`src/rtl/fifo_1d_32to64_pkg.sv`:
```
// Shared types for the 32-to-64 packer: the 65-bit buffered word and the
// rule that builds it from the assembly register and the incoming half-word.
package fifo_1d_32to64_pkg;

  typedef struct packed {
    logic        half;
    logic [63:0] data;
  } word_t;

  // With a pending high half the new beat completes the word; otherwise the
  // beat is a lone last half placed in the upper lane with a zeroed lower lane.
  function automatic word_t make_word(input logic        hi_valid,
                                      input logic [31:0] hi,
                                      input logic [31:0] lo_in);
    word_t w;
    if (hi_valid) begin
      w.half = 1'b0;
      w.data = {hi, lo_in};
    end else begin
      w.half = 1'b1;
      w.data = {lo_in, 32'h0};
    end
    return w;
  endfunction

endpackage

```
`src/rtl/fifo_1d_32to64_fifo_2d.sv`:
```
// Generic two-entry register FIFO with valid/ready on both sides; the read
// side is driven straight from the head register.
module fifo_2d #(
  parameter int WIDTH = 65
) (
  input  logic             clk,
  input  logic             rst,
  input  logic [WIDTH-1:0] i_wr_data,
  input  logic             i_wr_valid,
  output logic             o_wr_ready,
  output logic [WIDTH-1:0] o_rd_data,
  output logic             o_rd_valid,
  input  logic             i_rd_ready
);

  logic [WIDTH-1:0] r_mem [2];
  logic             r_wr_ptr;
  logic             r_rd_ptr;
  logic [1:0]       r_count;
  logic             w_push;
  logic             w_pop;

  // Ready depends only on stored occupancy, never on the read side this cycle.
  assign o_wr_ready = (r_count != 2'd2);
  assign o_rd_valid = (r_count != 2'd0);
  assign w_push     = i_wr_valid & o_wr_ready;
  assign w_pop      = o_rd_valid & i_rd_ready;
  assign o_rd_data  = r_mem[r_rd_ptr];

  always_ff @(posedge clk or posedge rst) begin
    if (rst) begin
      r_wr_ptr <= 1'b0;
      r_rd_ptr <= 1'b0;
      r_count  <= 2'd0;
    end else begin
      if (w_push) r_wr_ptr <= ~r_wr_ptr;
      if (w_pop)  r_rd_ptr <= ~r_rd_ptr;
      case ({w_push, w_pop})
        2'b10:   r_count <= r_count + 2'd1;
        2'b01:   r_count <= r_count - 2'd1;
        default: r_count <= r_count;
      endcase
    end
  end

  // Storage is not reset; contents are only observed while o_rd_valid is high.
  always_ff @(posedge clk) begin
    if (w_push) r_mem[r_wr_ptr] <= i_wr_data;
  end

endmodule

```
`src/rtl/fifo_1d_32to64.sv`:
```
// Packs 32-bit half-words into 64-bit words (first half in the upper lane),
// with a_last flushing a lone half, buffered through a two-entry output FIFO.
module fifo_1d_32to64
  import fifo_1d_32to64_pkg::*;
(
  input  logic        clk,
  input  logic        rst,
  input  logic [31:0] a_data,
  input  logic        a_valid,
  input  logic        a_last,
  output logic        a_ready,
  output logic [63:0] b_data,
  output logic        b_half,
  output logic        b_valid,
  input  logic        b_ready
);

  logic [31:0] r_hi;
  logic        r_hi_valid;
  logic        w_accept;
  logic        w_push;
  logic        w_wr_ready;
  logic        w_rd_valid;
  word_t       w_push_word;
  word_t       w_head;

  assign a_ready     = w_wr_ready;
  assign w_accept    = a_valid & w_wr_ready;
  assign w_push      = w_accept & (r_hi_valid | a_last);
  assign w_push_word = make_word(r_hi_valid, r_hi, a_data);

  // A held high half is always completed by the next beat, whatever a_last says.
  always_ff @(posedge clk or posedge rst) begin
    if (rst) begin
      r_hi_valid <= 1'b0;
    end else if (w_accept) begin
      r_hi_valid <= ~r_hi_valid & ~a_last;
    end
  end

  always_ff @(posedge clk) begin
    if (w_accept && !r_hi_valid) r_hi <= a_data;
  end

  fifo_2d #(
    .WIDTH(65)
  ) u_obuf (
    .clk       (clk),
    .rst       (rst),
    .i_wr_data (w_push_word),
    .i_wr_valid(w_push),
    .o_wr_ready(w_wr_ready),
    .o_rd_data (w_head),
    .o_rd_valid(w_rd_valid),
    .i_rd_ready(b_ready)
  );

  // b_half is masked so it reads zero whenever no word is presented.
  assign b_valid = w_rd_valid;
  assign b_data  = w_head.data;
  assign b_half  = w_rd_valid & w_head.half;

endmodule

```
`config.mk`:
```
export PLATFORM = sky130hd
export DESIGN_NAME = fifo_1d_32to64
export DESIGN_NICKNAME = d
export VERILOG_FILES = /design/src/rtl/fifo_1d_32to64_pkg.sv /design/src/rtl/fifo_1d_32to64_fifo_2d.sv /design/src/rtl/fifo_1d_32to64.sv
export SDC_FILE = /design/constraint.sdc
export NUM_CORES = 1
export LEC_CHECK = 0
export ABC_CLOCK_PERIOD_IN_PS = 3700
export BUFFER_PORTS_ARGS = -buffer_cell sky130_fd_sc_hd__buf_2
export CORE_UTILIZATION = 30
export DETAILED_ROUTE_END_ITERATION = 7
export GPL_ROUTABILITY_DRIVEN = 0
export GPL_TIMING_DRIVEN = 0
export PLACE_DENSITY = 0.57
export SLEW_MARGIN = 0
export SYNTH_ARGS = -nofsm -noshare
export SYNTH_HDL_FRONTEND = slang
export SYNTH_HIERARCHICAL = 1
export SYNTH_SLANG_ARGS = --single-unit
export TNS_END_PERCENT = 100
```
`constraint.sdc`:
```
create_clock -name clk -period 3.7 [get_ports clk]
set_input_delay 0.185 -clock clk [delete_from_list [all_inputs] [get_ports clk]]
set_output_delay 0.185 -clock clk [all_outputs]
set_load 0.02 [all_outputs]
```
==> results.cfg <==
[outcome]
status = complete, no violations

[sta]
worstMarginPinSlew_ns = 0.6440
worst_slack_ns = 1.338
fin_hold_ws_ns = 0.1054
fmax_mhz = 423.4
final_hold_viol_count = 0
setup_viol = 0
skew_ns = 0.006987
period_share_pct = 63.83
rsz0062_at_grt = false
slew_viol_final = 0
min_period_ns = 2.362
final.setup.tns_ns = 0
max_slew_margin_pct = 56.97

[place]
post-dp-hpwl_um = 8509
pre_cts_ws_ns = 1.336
io_buffer_count = 103
dpl_cell_area_um2 = 7645

[global_route]
grt_pass1_vias = 3599
grt_pass1_wl_um = 19970
grt_max_degree = 35
grt_overflow = 0
antenna_found_initial = 0
globalRouteTotalUtil_pct = 12.13

[route]
drtIter0Drc = 134
wirelength_um = 13180
via_per_inst = 4.349
dr.pass1.iters = 4
wl_per_cell_um = 16.81
drc = 0
ant_nets = 0
num_vias = 3410

[cells_and_area]
finalNetCount = 529
design_area_um2 = 8524
antenna_cells = 0
final_layout_size_suffix_gt1_share_pct = 49.60
syn_to_final_growth_pct = 27.63

[floorplanning]
die-area_um2 = 22860
die_w_um = 151.2
num_rows = 54
die_y_um = 151.2
ios = 104
core_um2 = 21820
initial_utilization_pct = 30.60

[critical_path]
r2r_slack_ns = 1.34
slowest_stage = nor2_4
cp.required_ns = 3.80
cp-start-kind = flip-flop
path_max_fanout = 28
worstSetupEndpointType = flip-flop
arrival_ns = 2.47
cpMostUsedCell = nand2_1
worstPathCellList = nand2b_1 > nand2_1 > nor2_1 > nand2_1 > nor2_4 > buf_12
critPathMaxStageDelay_ns = 0.54
critPathKind = reg -> reg

[clocking]
clk_pin_slew_ns = 0.06
cts_buffers = 17
cts_tree = built
clk_path_buf_depth = 2
insertion_delay_ns = 0.41
root_buffer = clkbuf_16
h-tree-depth = 4
postCtsSetupBuffers = 0
clock_sinks = 167
post_cts_resized = 0

[synthesis]
synth_nets = 370
mappedNetlistArea_um2 = 6679
synthTopCellsByArea = edfxtp_1, mux2_2, mux2_4, and2_1, dfrtp_1
synthCells = 332
ys_ff_latch = 167
yosys_warnings = 6
synth.distinct_cells = 20
avgSynthCellArea_um2 = 20.12
yosysTopAreaCell = edfxtp_1
yosysTopAreaCellShare_pct = 72.84
ys_seq_area_share_pct = 74.71

[pwr]
leakage_nw = 3.192
vdd_ir_drop_max_v = 0.0004260
powerDensity_nw_per_um2 = 811.5
finalPower_w = 0.006918

[run]
drv_cap = 0

[hold_path]
hold_class = in -> reg
[per-stage QoR]
stage          instances  utilization (%)
2_1_floorplan        332                -
3_3_place_gp         715            34.58
3_5_place_dp         719            35.03
4_1_cts              784            39.06
5_1_grt              784            39.06
6_report             784            39.06
[area by class of cell]
class                      count  area [um2]
tap                          280       350.3
clock inverter                15       123.9
fill                        2027       13300
buffer                        14       107.6
inverter                       3       11.26
clock buffer                  17       425.4
multi-input combinational    148        1590
sequential                   167        4990
timing repair buffer         140       925.9
[repair_timing]
action,CTS,global route
setup endpoints to repair,0,0
hold endpoints to repair,37,0
hold buffers,33,0
[worst max-delay path, delay by kind of cell (launching register included)]
family / cells / cell delay, ns
flip-flops: 1 / 0.41
buffers and inverters: 1 / 0.28
AND/OR/NAND/NOR: 5 / 1.33
[flip-flops by register name, summed over array words and instances, names as in the netlist]
register,count
u_obuf/r_mem,130
r_hi,32
u_obuf/r_wr_ptr,1
u_obuf/r_count,2
r_hi_valid,1
u_obuf/r_rd_ptr,1
[synth_stat cells, drive strengths merged]
library cell,instances
nand2,2
edfxtp,162
xor2,2
nand2b,1
mux2,98
inv,3
and3,1
clkbuf,2
nor2,5
or2,1
ha,1
buf,12
xnor2,3
dfrtp,5
and2,34
[cell usage in the layout (no fill, tap or decap), types with 2 or more instances in the layout]
cell,synthesis,routed
xnor2_1,3,3
xor2_1,2,2
clkinv_2,0,3
dfrtp_1,5,5
nor2_1,5,3
inv_1,3,3
clkbuf_16,0,17
buf_6,5,5
nor2_4,0,2
clkinv_1,0,4
nand2_1,2,2
mux2_2,58,58
buf_2,4,107
buf_12,0,4
mux2_4,40,40
dlygate4sd3_1,0,33
edfxtp_1,162,162
buf_4,3,3
inv_6,0,6
and2_1,33,33
[where the power goes]
| group | leakage, nW | internal [W] | switching [W] |
|---|---|---|---|
| sequential | 1.56 | 0.00267 | 0.000115 |
| clock | 0.275 | 0.000931 | 0.000731 |
| combinational | 1.36 | 0.00107 | 0.00140 |
| total | 3.19 | 0.00467 | 0.00225 |
[logic make-up after synthesis]
family	synth area share, %
flip-flops	74.71
multiplexers	18.77
AND/OR/NAND/NOR	3.897
buffers and inverters	1.779
XOR/XNOR	0.6558
adder cells (fa/ha/maj)	0.1873
[final timing paths]
check                                              startpoint                       endpoint  depth (start not counted)
worst min register to register  u_obuf/r_count[1]$_DFFE_PP0P_  u_obuf/r_count[1]$_DFFE_PP0P_                          1
worst max-delay path            u_obuf/r_count[0]$_DFFE_PP0P_  u_obuf/r_mem[0][39]$_DFFE_PP_                          6
min in group asynchronous                                 rst         r_hi_valid$_DFFE_PP0P_                          3
max in group asynchronous                                 rst  u_obuf/r_count[0]$_DFFE_PP0P_                          3
worst min-delay path                                  b_ready    u_obuf/r_rd_ptr$_DFFE_PP0P_                          3
worst max register to register  u_obuf/r_count[0]$_DFFE_PP0P_  u_obuf/r_mem[0][39]$_DFFE_PP_                          6
[routing by layer]
metal / track usage, % / up-vias / share of wire (%)
met5: 0 / - / 0
met4: 4.800 / 0 / 1.4
met3: 3.253 / 13 / 4.1
met2: 19.86 / 78 / 49
met1: 15.17 / 1721 / 45
li1: - / 1598 / -
Power figures use the tool's default switching activity.
